**src/rtl/motor_speed_ramp_if.sv**
```systemverilog
// Command channel into the speed ramp: signed left/right targets with a valid/ready handshake.
// The master drives commands and the slave (the ramp block) returns ready.
interface motor_speed_ramp_if;
    logic signed [7:0] cmd_left_in;
    logic signed [7:0] cmd_right_in;
    logic              cmd_valid_in;
    logic              cmd_ready_out;

    modport master (
        output cmd_left_in,
        output cmd_right_in,
        output cmd_valid_in,
        input  cmd_ready_out
    );

    modport slave (
        input  cmd_left_in,
        input  cmd_right_in,
        input  cmd_valid_in,
        output cmd_ready_out
    );
endinterface

```
**src/rtl/motor_speed_ramp.sv**
```systemverilog
// Slew-rate limiter in front of the PWM driver.
// It also provides a command watchdog that ramps the outputs to zero and an emergency stop that zeroes them at once.
module motor_speed_ramp #(
    parameter int TICK_CYCLES   = 98304,
    parameter int STEP          = 4,
    parameter int TIMEOUT_TICKS = 250
) (
    input  logic                clk_in,
    input  logic                rst_n_in,
    motor_speed_ramp_if.slave   cmd_if,
    input  logic                estop_in,
    output logic signed [7:0]   speed_left,
    output logic signed [7:0]   speed_right,
    output logic                ramping_out,
    output logic                timeout_out
);

    localparam int CW = (TICK_CYCLES > 1) ? $clog2(TICK_CYCLES) : 1;
    localparam int WW = $clog2(TIMEOUT_TICKS + 1);
    localparam logic [CW-1:0]     TICK_LAST = CW'(TICK_CYCLES - 1);
    localparam logic [WW-1:0]     WD_LIMIT  = WW'(TIMEOUT_TICKS);
    localparam logic signed [8:0] STEP_S    = 9'(STEP);

    typedef enum logic [1:0] {
        ST_RUN,
        ST_TIMEOUT,
        ST_ESTOP
    } state_t;

    // -128 has no positive mirror, so it is pulled in to keep the range symmetric.
    function automatic logic signed [7:0] clamp_cmd(input logic signed [7:0] v);
        return (v == -8'sd128) ? -8'sd127 : v;
    endfunction

    // One slew step toward tgt; 9-bit difference so +127 -> -127 cannot wrap.
    function automatic logic signed [7:0] ramp_step(input logic signed [7:0] spd,
                                                    input logic signed [7:0] tgt);
        logic signed [8:0] s9;
        logic signed [8:0] t9;
        logic signed [8:0] diff;
        s9   = {spd[7], spd};
        t9   = {tgt[7], tgt};
        diff = t9 - s9;
        if (diff <= STEP_S && diff >= -STEP_S)
            return tgt;
        else if (diff > 9'sd0)
            return 8'(s9 + STEP_S);
        else
            return 8'(s9 - STEP_S);
    endfunction

    state_t            r_state;
    logic [CW-1:0]     r_tick_cnt;
    logic [WW-1:0]     r_wd_cnt;
    logic signed [7:0] r_tgt_left;
    logic signed [7:0] r_tgt_right;
    logic signed [7:0] r_speed_left;
    logic signed [7:0] r_speed_right;
    logic              r_cmd_ready;
    logic              r_timeout;

    logic              w_tick;
    logic              w_accept;
    logic              w_expire;
    logic [WW-1:0]     w_wd_next;
    logic signed [7:0] w_tgt_left;
    logic signed [7:0] w_tgt_right;

    assign w_tick    = (r_tick_cnt == TICK_LAST);
    // Estop overrides a handshake that would otherwise complete on the same edge.
    assign w_accept  = cmd_if.cmd_valid_in & r_cmd_ready & ~estop_in;
    assign w_wd_next = (r_wd_cnt == WD_LIMIT) ? r_wd_cnt : r_wd_cnt + 1'b1;
    assign w_expire  = w_tick & (r_state == ST_RUN) & ~w_accept & (w_wd_next == WD_LIMIT);

    // A command accepted on a tick edge is already the target for that tick.
    assign w_tgt_left  = w_accept ? clamp_cmd(cmd_if.cmd_left_in)  : r_tgt_left;
    assign w_tgt_right = w_accept ? clamp_cmd(cmd_if.cmd_right_in) : r_tgt_right;

    always_ff @(posedge clk_in or negedge rst_n_in) begin
        if (!rst_n_in) begin
            r_tick_cnt <= '0;
        end else begin
            // NOTE: registers use non-blocking assignment so every block samples pre-edge values.
            r_tick_cnt <= w_tick ? '0 : r_tick_cnt + 1'b1;
        end
    end

    always_ff @(posedge clk_in or negedge rst_n_in) begin
        if (!rst_n_in) begin
            r_state       <= ST_RUN;
            r_wd_cnt      <= '0;
            r_tgt_left    <= '0;
            r_tgt_right   <= '0;
            r_speed_left  <= '0;
            r_speed_right <= '0;
            r_cmd_ready   <= 1'b0;
            r_timeout     <= 1'b0;
        end else if (estop_in) begin
            r_state       <= ST_ESTOP;
            r_wd_cnt      <= '0;
            r_tgt_left    <= '0;
            r_tgt_right   <= '0;
            r_speed_left  <= '0;
            r_speed_right <= '0;
            r_cmd_ready   <= 1'b0;
            r_timeout     <= 1'b0;
        end else if (r_state == ST_ESTOP) begin
            r_state     <= ST_RUN;
            r_wd_cnt    <= '0;
            r_timeout   <= 1'b0;
            r_cmd_ready <= 1'b1;
        end else begin
            r_cmd_ready <= 1'b1;
            if (w_tick) begin
                r_speed_left  <= ramp_step(r_speed_left,  w_tgt_left);
                r_speed_right <= ramp_step(r_speed_right, w_tgt_right);
            end
            if (w_accept) begin
                r_state     <= ST_RUN;
                r_tgt_left  <= w_tgt_left;
                r_tgt_right <= w_tgt_right;
                r_wd_cnt    <= '0;
                r_timeout   <= 1'b0;
            end else if (w_expire) begin
                r_state     <= ST_TIMEOUT;
                r_tgt_left  <= '0;
                r_tgt_right <= '0;
                r_wd_cnt    <= w_wd_next;
                r_timeout   <= 1'b1;
            end else if (w_tick && r_state == ST_RUN) begin
                r_wd_cnt <= w_wd_next;
            end
        end
    end

    assign cmd_if.cmd_ready_out = r_cmd_ready;
    assign speed_left           = r_speed_left;
    assign speed_right          = r_speed_right;
    assign timeout_out          = r_timeout;
    assign ramping_out          = (r_speed_left != r_tgt_left) | (r_speed_right != r_tgt_right);

endmodule
```
**src/flat_wrapper.sv**
```systemverilog
// flat-port wrapper written by rule: the top's interface ports become plain ports
module motor_speed_ramp_flat 
#(
    parameter int TICK_CYCLES   = 98304,
    parameter int STEP          = 4,
    parameter int TIMEOUT_TICKS = 250
)
  (clk_in, rst_n_in, estop_in, speed_left, speed_right, ramping_out, timeout_out, cmd_if_cmd_left_in, cmd_if_cmd_right_in, cmd_if_cmd_valid_in, cmd_if_cmd_ready_out);
  motor_speed_ramp_if cmd_if_i ();
  input  logic clk_in;
  input  logic rst_n_in;
  input  logic estop_in;
  output logic signed [7:0] speed_left;
  output logic signed [7:0] speed_right;
  output logic ramping_out;
  output logic timeout_out;
  input wire logic [$bits(cmd_if_i.cmd_left_in)-1:0] cmd_if_cmd_left_in;
  input wire logic [$bits(cmd_if_i.cmd_right_in)-1:0] cmd_if_cmd_right_in;
  input wire logic [$bits(cmd_if_i.cmd_valid_in)-1:0] cmd_if_cmd_valid_in;
  output wire logic [$bits(cmd_if_i.cmd_ready_out)-1:0] cmd_if_cmd_ready_out;
  assign cmd_if_i.cmd_left_in = cmd_if_cmd_left_in;
  assign cmd_if_i.cmd_right_in = cmd_if_cmd_right_in;
  assign cmd_if_i.cmd_valid_in = cmd_if_cmd_valid_in;
  assign cmd_if_cmd_ready_out = cmd_if_i.cmd_ready_out;
  motor_speed_ramp #(.TICK_CYCLES(TICK_CYCLES), .STEP(STEP), .TIMEOUT_TICKS(TIMEOUT_TICKS)) u_core (.clk_in(clk_in), .rst_n_in(rst_n_in), .cmd_if(cmd_if_i), .estop_in(estop_in), .speed_left(speed_left), .speed_right(speed_right), .ramping_out(ramping_out), .timeout_out(timeout_out));
endmodule
```
**config.mk**
```make
export PLATFORM = sky130hd
export DESIGN_NAME = motor_speed_ramp_flat
export DESIGN_NICKNAME = d
export VERILOG_FILES = /design/src/rtl/motor_speed_ramp_if.sv /design/src/rtl/motor_speed_ramp.sv /design/src/flat_wrapper.sv
export SDC_FILE = /design/constraint.sdc
export NUM_CORES = 1
export LEC_CHECK = 0
export CAP_MARGIN = 25
export CORE_MARGIN = 4
export CORE_UTILIZATION = 35
export CTS_CLUSTER_DIAMETER = 80
export CTS_CLUSTER_SIZE = 24
export DETAILED_ROUTE_END_ITERATION = 7
export PLACE_DENSITY = 0.59
export SLEW_MARGIN = 10
export SYNTH_ARGS = -nofsm -noshare
export SYNTH_HDL_FRONTEND = slang
export SYNTH_SLANG_ARGS = --single-unit
```
**constraint.sdc**
```tcl
create_clock -name clk_in -period 4.6 [get_ports clk_in]
set_clock_uncertainty 0.15 [all_clocks]
set_input_delay 1.38 -clock clk_in [delete_from_list [all_inputs] [get_ports clk_in]]
set_output_delay 1.38 -clock clk_in [all_outputs]
set_load 0.01 [all_outputs]
```
==> impl_metrics.py <==
metrics = {
    "run_status": {
        "status": "complete, but fails checks",
        "violations": "setup timing",
    },
    "power": {
        "ir_drop_mv": 0.1655,
        "report.power.total_mw": 1.805,
        "p_leak_nw": 3.064,
        "cellPowerDensity_nw_per_um2": 268.2,
    },
    "floorplan": {
        "start_util_pct": 35.98,
        "ios": 39,
        "die_x_um": 122.4,
        "num_rows": 41,
        "fp.dieArea_um2": 14970,
        "die_h_um": 122.4,
        "coreArea_um2": 12720,
    },
    "logic_synthesis": {
        "yosysSeqAreaShare_pct": 32.80,
        "synthDominantCellAreaShare_pct": 32.80,
        "synth_top_area_cell": "dfrtp_1",
        "ys_ff_latch": 60,
        "synth-compound-area-share_pct": 19.98,
        "synthTopCellsByCount": "60 x dfrtp_1, 43 x nor2_1, 35 x inv_1, 31 x a21oi_1",
        "yosys.area_share.simple_pct": 20.48,
        "yosys_warnings": 0,
        "post-synth-top-count-cell": "dfrtp_1",
        "syn-num-nets": 560,
        "synth_top_family_by_area": "simple AND/OR/NAND/NOR gates",
        "synth_edf_count": 0,
        "synthTopCellsByArea": "dfrtp_1 33%, ha_1 7.4%, xor2_1 5.2%, xnor2_1 3.8%, nor2_1 3.5%",
        "synth_mux_area_share_pct": 4.073,
        "ys_dominant_reg_cell": "dfrtp_1",
        "synth_cell_types": 69,
        "synth_area_per_cell_um2": 8.992,
        "syn_inst": 509,
        "postSynth.asyncResetShare_pct": 100.0,
        "yosys.area_share.xor_xnor_pct": 8.994,
        "syn_area_um2": 4577,
        "synth-adder-area-share_pct": 9.131,
    },
    "global_routing": {
        "groute.usage.overall_pct": 18.12,
        "grt_pass1_wl_mm": 21.71,
        "antenna_found_initial": 0,
        "globalRouteOverflowTotal": 0,
        "grt_max_degree": 38,
        "grt_pass1_vias": 4447,
    },
    "critical_path": {
        "worstReg2RegStart": "u_core.cmd_if.cmd_ready_out",
        "path_cells": "buf_6, nor4b_4, a21oi_2, nor2_2, a21oi_4, ha_4, fa_2, and2b_1, o2111a_1, or4b_4, a211oi_4, a41oi_2, inv_2, buf_6, ha_4, nand2_2, nor2_2, a211o_1, a21oi_2, xnor2_1, xnor2_1, o211ai_1",
        "rr_endpoint": "u_core.speed_right[7]",
        "cp_top_family": "compound AO/OA/AOI/OAI gates",
        "r2r_setup_slack_ns": 0.37,
        "critPathSlowestCell": "or4b_4",
        "startpoint": "cmd_if_cmd_right_in[7]",
        "cp.buffers_inverters": 3,
        "cp-end-kind": "flop",
        "cp.depth": 22,
        "worstPathRequired_ns": 4.64,
        "crit_type": "primary input to flop",
        "cp_data_arrival_time_ns": 5.10,
        "critPathMaxFanout": 4,
        "rr_worst_depth": 18,
        "crit_path_start_kind": "primary input",
        "max_stage_delay_ns": 0.56,
        "cp-endpoint": "u_core.speed_right[7]",
    },
    "layout": {
        "area_growth_pct": 47.10,
        "layout-drive-gt1-share_pct": 34.80,
        "diodes": 0,
        "nets": 704,
    },
    "sta": {
        "timing.setup.tns_ns": -2.749,
        "drv_slew": 0,
        "slew_headroom_pct": 33.05,
        "setup_viol": 10,
        "layout_min_cycle_time_ns": 5.058,
        "finalCritPeriodShare_pct": 110.0,
        "rsz0062_at_grt": "yes",
        "worst_pin_slew_ns": 1.004,
        "fmax_mhz": 197.7,
        "fin_ws_ns": -0.4584,
        "finalHoldViolCount": 0,
    },
    "drt": {
        "wl_met3_um": 553,
        "dr.first_iter.drc_count": 239,
        "wl_met2_mm": 6.369,
        "drtPass1Iterations": 4,
        "drt_wl_total_mm": 13.45,
        "ant_nets": 0,
        "num_vias": 4494,
        "via_per_inst": 5.414,
        "wl_per_cell_um": 16.20,
        "top_layer": "met4",
        "route.detailed.drc": 0,
        "wl_met1_mm": 6.276,
    },
    "clock_tree": {
        "cts_buffer_depth": 2,
        "path_clk_slew_ns": 0.05,
        "clock_sinks": 60,
        "cts_tree": "built",
        "htree_levels": 3,
        "cts_root_buffer": "clkbuf_16",
        "clock_latency_ns": 0.33,
        "cts-buffers-inserted": 9,
    },
    "place": {
        "port_buffers": 38,
        "gp_congestion": 0.8295,
        "dpl.hpwl_mm": 9.855,
    },
    "job": {
        "max_cap_viol_count": 0,
    },
    "worst_hold_path": {
        "holdCritStartpoint": "u_core.r_tick_cnt[0]",
        "hold_class": "flop to flop",
    },
}
==> cells by family after synthesis <==
group | count (synthesis)
AO/OA/AOI/OAI | 130
XOR/XNOR | 47
adder cells (fa/ha/maj) | 31
buffers and inverters | 51
flip-flops | 60
multiplexers | 17
AND/OR/NAND/NOR | 173
==> cell usage in the layout (no fill, tap or decap), drive strengths merged, types with 4 or more instances in the layout <==
cell type      synthesis  final
inv                   35     35
nand3                 24     24
nor4                  11     11
mux2i                  4      4
nand2                 25     25
dlygate4sd2            0      4
xor2                  27     27
mux2                  13     13
o21ai                 23     23
clkinv                 0      4
clkdlybuf4s50          0     19
o2111ai                4      4
a22o                  14     14
o211ai                 8      8
ha                    27     27
buf                    4    125
nand2b                 6      6
a21oi                 32     32
nand4                 10     10
a311oi                 4      4
xnor2                 20     20
nor3                  11     11
a211oi                 6      6
dfrtp                 60     60
and2                   6      6
nor2                  43     43
or4                    4      4
clkbuf                12      9
a21o                  11     11
fa                     4      4
nor2b                  7      7
nor3b                  4      4
==> how the worst min path moves through the flow <==
stage	endpoint	cells after the start
detailed placement	u_core.r_tick_cnt[0]	1
finish	u_core.r_tick_cnt[0]	1
floorplan	u_core.r_tick_cnt[0]	1
global placement	u_core.r_tick_cnt[0]	1
global route	u_core.r_tick_cnt[0]	1
CTS	u_core.r_tick_cnt[0]	1
==> repair_timing <==
item	in CTS	in global routing
setup endpoints to repair	16	14
gates resized for setup	110	25
pin swaps	50	38
hold buffers	0	0
hold endpoints to repair	0	0
setup buffers	14	6
==> layout make-up <==
| cell class | count | area, um2 |
|---|---|---|
| clock inverters | 7 | 98.84 |
| well taps | 172 | 215.2 |
| clock buffers | 9 | 225.2 |
| flip-flops and latches | 60 | 1501 |
| multi-input cells | 398 | 3346 |
| fillers | 1184 | 5989 |
| repair buffers | 149 | 1210 |
| inverters | 35 | 136.4 |
==> layer usage <==
metal  vias to the layer above  track usage (%)
met2                       111            29.61
met5                         -                0
met4                         0            4.059
met3                        21            4.009
li1                       2162                -
met1                      2200            24.63
==> through the flow <==
step | setup slack, ns | area (um2) | instances | hold slack [ns] | utilization, %
3_3_place_gp | -1.254 | 5908 | 792 | 0.2854 | 46.44
2_1_floorplan | -0.8391 | 4762 | 509 | 0.2745 | -
5_1_grt | -0.6642 | 6733 | 830 | 0.3159 | 52.92
4_1_cts | -0.5051 | 6553 | 821 | 0.3024 | 51.50
6_report | -0.4584 | 6733 | 830 | 0.3004 | 52.92
3_5_place_dp | -1.300 | 5908 | 792 | 0.2958 | 46.44
==> flip-flops by register name, indices dropped and copies added (netlist names) <==
name	cells
u_core.cmd_if.cmd_ready_out	1
u_core.r_tick_cnt	17
u_core.r_tgt_right	8
u_core.r_state	2
u_core.speed_right	8
u_core.r_wd_cnt	8
u_core.speed_left	8
u_core.r_tgt_left	8
==> where the power goes <==
| part | switching (mW) | leakage, nW | internal, mW |
|---|---|---|---|
| Combinational | 0.262 | 2.09 | 0.274 |
| Clock | 0.254 | 0.156 | 0.476 |
| Sequential | 0.00536 | 0.816 | 0.533 |
Power figures use the tool's default switching activity.
